[config.mk]
export PLATFORM = sky130hd
export DESIGN_NAME = subtractor_serial
export DESIGN_NICKNAME = d
export VERILOG_FILES = /design/src/rtl/subtractor_pkg.sv /design/src/rtl/subtractor_1.sv /design/src/rtl/subtractor_serial.sv
export SDC_FILE = /design/constraint.sdc
export NUM_CORES = 1
export LEC_CHECK = 0
export BUFFER_PORTS_ARGS = -buffer_cell sky130_fd_sc_hd__clkbuf_2
export CORE_MARGIN = 2
export CORE_UTILIZATION = 53
export DETAILED_ROUTE_END_ITERATION = 10
export PLACE_DENSITY_LB_ADDON = 0.05
export SLEW_MARGIN = 20
export SYNTH_ARGS = -nofsm -noshare
export SYNTH_HDL_FRONTEND = slang
export SYNTH_SLANG_ARGS = --single-unit
[constraint.sdc]
create_clock -name clk -period 5.75 [get_ports clk]
set_input_delay 1.725 -clock clk [delete_from_list [all_inputs] [get_ports clk]]
set_output_delay 1.725 -clock clk [all_outputs]
set_load 0.02 [all_outputs]
[src/rtl/subtractor_pkg.sv]
// subtractor_pkg: shared state type and sizing helper for the bit-serial subtractor
package subtractor_pkg;
  typedef enum logic [1:0] {IDLE, BUSY, DONE} sub_state_t;
  localparam int DEF_N = 32;
  function automatic int cnt_width(input int n);
    return $clog2(n);
  endfunction
endpackage

[src/rtl/subtractor_1.sv]
// subtractor_1: combinational single-bit full subtractor
module subtractor_1 (
  input  logic a,
  input  logic b,
  input  logic b_in,
  output logic diff,
  output logic b_out
);
  assign diff  = a ^ b ^ b_in;
  assign b_out = (~a & b) | (~(a ^ b) & b_in);
endmodule

[src/rtl/subtractor_serial.sv]
// subtractor_serial: computes a - b - b_in one bit per clock, LSB first, through one full-subtractor cell
module subtractor_serial
  import subtractor_pkg::*;
#(
  parameter int N = DEF_N
) (
  input  logic         clk,
  input  logic         rst,
  input  logic         start,
  output logic         ready,
  input  logic [N-1:0] a,
  input  logic [N-1:0] b,
  input  logic         b_in,
  output logic [N-1:0] diff,
  output logic         b_out,
  output logic         overflow,
  output logic         zero,
  output logic         done
);
  localparam int CW = cnt_width(N);
  sub_state_t state, state_n;
  logic [N-1:0] a_sr, b_sr, d_sr;
  logic [CW-1:0] cnt;
  logic borrow, a_msb, b_msb, d_bit, bo_bit, last;
  assign last  = cnt == CW'(N - 1);
  assign ready = state == IDLE;
  assign diff  = d_sr;
  assign b_out = borrow;
  subtractor_1 u_cell (
    .a    (a_sr[0]),
    .b    (b_sr[0]),
    .b_in (borrow),
    .diff (d_bit),
    .b_out(bo_bit)
  );
  always_ff @(posedge clk or posedge rst)
    if (rst) state <= IDLE;
    else     state <= state_n;
  always_comb begin
    state_n = state;
    state_n = (state == IDLE && start) ? BUSY :
              (state == BUSY && last)  ? DONE :
              (state == DONE)          ? IDLE : state;
  end
  // Flags are latched on the final bit edge so they hold through IDLE with the result.
  always_ff @(posedge clk or posedge rst)
    if (rst) begin
      a_sr     <= '0;
      b_sr     <= '0;
      d_sr     <= '0;
      cnt      <= '0;
      borrow   <= 1'b0;
      a_msb    <= 1'b0;
      b_msb    <= 1'b0;
      overflow <= 1'b0;
      zero     <= 1'b0;
      done     <= 1'b0;
    end else begin
      done <= state == BUSY && last;
      if (state == IDLE && start) begin
        a_sr   <= a;
        b_sr   <= b;
        borrow <= b_in;
        cnt    <= '0;
        a_msb  <= a[N-1];
        b_msb  <= b[N-1];
      end else if (state == BUSY) begin
        a_sr   <= a_sr >> 1;
        b_sr   <= b_sr >> 1;
        d_sr   <= {d_bit, d_sr[N-1:1]};
        borrow <= bo_bit;
        cnt    <= cnt + CW'(1);
        if (last) begin
          zero     <= {d_bit, d_sr[N-1:1]} == '0;
          overflow <= (a_msb != b_msb) && (d_bit != a_msb);
        end
      end
    end
endmodule

==> results.sh <==
export IMPL_status="finished clean"
export IMPL_fmax_mhz=344
export IMPL_cp_depth=2
export IMPL_crit_fanout=8
export IMPL_setup_viol=0
export IMPL_skew_ps=13.4
export IMPL_crit_required_ps=4030
export IMPL_hpwl_mm=6.04
export IMPL_wirelength_mm=9.26
export IMPL_p_int_w=0.00169
export IMPL_path_cells="nor2_1 > clkbuf_2"
export IMPL_design_area_sq_mm=0.00527
export IMPL_synth_cell_types=33
export IMPL_arrival_ps=1180
export IMPL_cap_violations=0
export IMPL_crit_start="state[0]"
export IMPL_ctsHtreeMaxLevel=3
export IMPL_grt_max_degree=78
export IMPL_rrSetupSlack_ps=3340
export IMPL_insertion_delay_ps=370
export IMPL_worst_pin_slew_ps=947
export IMPL_via_count=3605
export IMPL_synth_area_sq_mm=0.00453
export IMPL_tritoncts_num_buffers=9
export IMPL_reg2reg_depth=4
export IMPL_vias_per_cell=5.33
export IMPL_r2r_end="a_sr[10]"
export IMPL_overflow=0
export IMPL_hold_buffers=0
export IMPL_rows=33
export IMPL_core_area_sq_mm=0.00826
export IMPL_grt_pass1_wl_mm=15.2
export IMPL_die_area_sq_mm=0.00930
export IMPL_critical_path_top_delay_family="flip-flops"
export IMPL_fillers=752
export IMPL_avgSynthCellArea_sq_um=9.52
export IMPL_rsz0062_at_grt="no"
export IMPL_reg2reg_from="state[0]"
export IMPL_drv_slew=0
export IMPL_drc=0
export IMPL_cp_slowest_cell="dfrtp_1"
export IMPL_mostFrequentLayoutCells="nand2_1, dfrtp_1, clkbuf_2"
export IMPL_power_density_mw_per_mm2=565
export IMPL_ys_seq_elements=109
export IMPL_place_area_sq_mm=0.00509
export IMPL_post_cts_buffers=0
export IMPL_syn_to_final_growth_pct=16.3
export IMPL_clock_path_buffers=2
export IMPL_cts_resized=0
export IMPL_setup_worst_path_class="register to output port"
export IMPL_min_period_ps=2910
export IMPL_slew_headroom=0.367
export IMPL_antenna_found_initial=0
export IMPL_io_buffer_count=104
export IMPL_ys_flop_type="dfrtp_1"
export IMPL_p_sw_w=0.00129
export IMPL_hold_class="register to register"
export IMPL_wl_per_cell_um=13.7
export IMPL_p_comb_frac=0.424
export IMPL_initial_core_util=0.548
export IMPL_crit_path_end="ready"
export IMPL_power_frac_seq=0.434
export IMPL_cts_tree="done"
export IMPL_cp_end_kind="output port"
export IMPL_gp_congestion=0.698
export IMPL_grt_pass1_vias=3355
export IMPL_synth_edff_count=0
export IMPL_vdd_drop_max_mv=0.253
export IMPL_io_pin_count=105
export IMPL_layout_commonest_cell="nand2_1"
export IMPL_ys_seq_area_frac=0.602
export IMPL_drive_gt1_frac=0.228
export IMPL_cp_num_buf_inv=1
export IMPL_drtAntennaViolNets=0
export IMPL_grt_usage=0.210
export IMPL_num_antenna_cells=0
export IMPL_die_x_um=96.4
export IMPL_leakagePower_nw=2.88
export IMPL_clkPwrFrac=0.142
export IMPL_clkSlewWorstSetupHoldPaths_ps=90
export IMPL_synth_fp_nets=547
export IMPL_max_stage_delay_ps=510
export IMPL_clkSinkCount=109
export IMPL_final_util=0.638
export IMPL_firstDrtPassIters=5
export IMPL_final_setup_tns_ps=0
export IMPL_cp_start_kind="register"
export IMPL_drtIter0Drc=210
export IMPL_hold_viol_final=0
export IMPL_synthCells=476
export IMPL_synthArstFlopShare=1.00
export IMPL_swShare=0.433
export IMPL_die_height_um=96.4
export IMPL_fin_crit_sh=0.506
export IMPL_cts_root_buf="clkbuf_8"
export IMPL_yosysWarnings=0
export IMPL_nets=637
==> stage by stage <==
stage	instances	setup WS, ps	hold slack, ps	total power [W]
3_5_place_dp	660	2600	463	0.00259
3_3_place_gp	660	2620	457	0.00253
2_1_floorplan	476	1150	446	0.00226
4_1_cts	676	2820	486	0.00301
5_1_grt	676	2780	509	0.00324
6_report	676	2840	483	0.00297
==> sequential cells by signal (all words and copies together), names as in the netlist <==
signal	cells
b_out	1
cnt	5
zero	1
overflow	1
b_msb	1
b_sr	32
done	1
diff	32
state	2
a_msb	1
a_sr	32
==> cells in the mapped netlist, drive strengths merged (2+ instances only) <==
master | number | area share
nor2 | 3 | 0.0025
o21ai | 4 | 0.0044
mux2 | 2 | 0.0050
a21oi | 2 | 0.0022
nand4 | 2 | 0.0028
inv | 5 | 0.0041
a22o | 2 | 0.0039
ha | 2 | 0.0055
nor4 | 8 | 0.011
a22oi | 62 | 0.10
dfrtp | 109 | 0.60
clkbuf | 5 | 0.0041
buf | 25 | 0.030
nand2 | 229 | 0.19
==> layout make-up <==
type	instances	area (sq um)	area share
Sequential cell	109	2730	0.518
Multi-Input combinational cell	332	1650	0.313
Timing Repair Buffer	109	558	0.106
Clock buffer	11	141	0.0268
Tap cell	105	131	0.0249
Clock inverter	5	36.3	0.00689
Inverter	5	21.3	0.00404
==> how the worst min path moves through the flow <==
| stage | endpoint | start | cells after the start |
|---|---|---|---|
| floorplan | b_sr[0] | b_sr[0] | 2 |
| global placement | a_sr[13] | a_sr[13] | 2 |
| detailed placement | b_sr[14] | b_sr[14] | 2 |
| CTS | b_sr[14] | b_sr[14] | 2 |
| global route | a_sr[3] | a_sr[3] | 2 |
| finish | a_sr[3] | a_sr[3] | 2 |
==> worst min-delay path, stage by stage, from the launching register on <==
cell and delay [ps]:
dfrtp_1 350, nand2_1 50, nand2_1 50
==> cell families after synthesis <==
| family | after synthesis | synth area share |
|---|---|---|
| compound gates | 76 | 0.123 |
| xor+xnor | 1 | 0.00193 |
| fa+ha+maj | 3 | 0.00994 |
| buf+inv | 35 | 0.0387 |
| flops | 109 | 0.602 |
| mux | 3 | 0.00718 |
| simple gates | 249 | 0.217 |
==> routing by layer <==
| layer | routed length (um) | global-route usage | vias to the layer above |
|---|---|---|---|
| li1 | - | - | 1760 |
| met1 | 4150 | 0.274 | 1747 |
| met2 | 4530 | 0.356 | 88 |
| met3 | 468 | 0.0458 | 10 |
| met4 | 111 | 0.0599 | 0 |
| met5 | 0 | 0 | - |
==> power groups by stage <==
stage | Clock [W] | Sequential, W | Combinational [W]
finish | 0.000422 | 0.00129 | 0.00126
global route | 0.000461 | 0.00133 | 0.00144
CTS | 0.000436 | 0.00129 | 0.00129
detailed placement | 0 | 0.00130 | 0.00129
global placement | 0 | 0.00129 | 0.00124
floorplan | 0 | 0.00136 | 0.000902
Note: power is estimated with default switching activity, not from simulation.
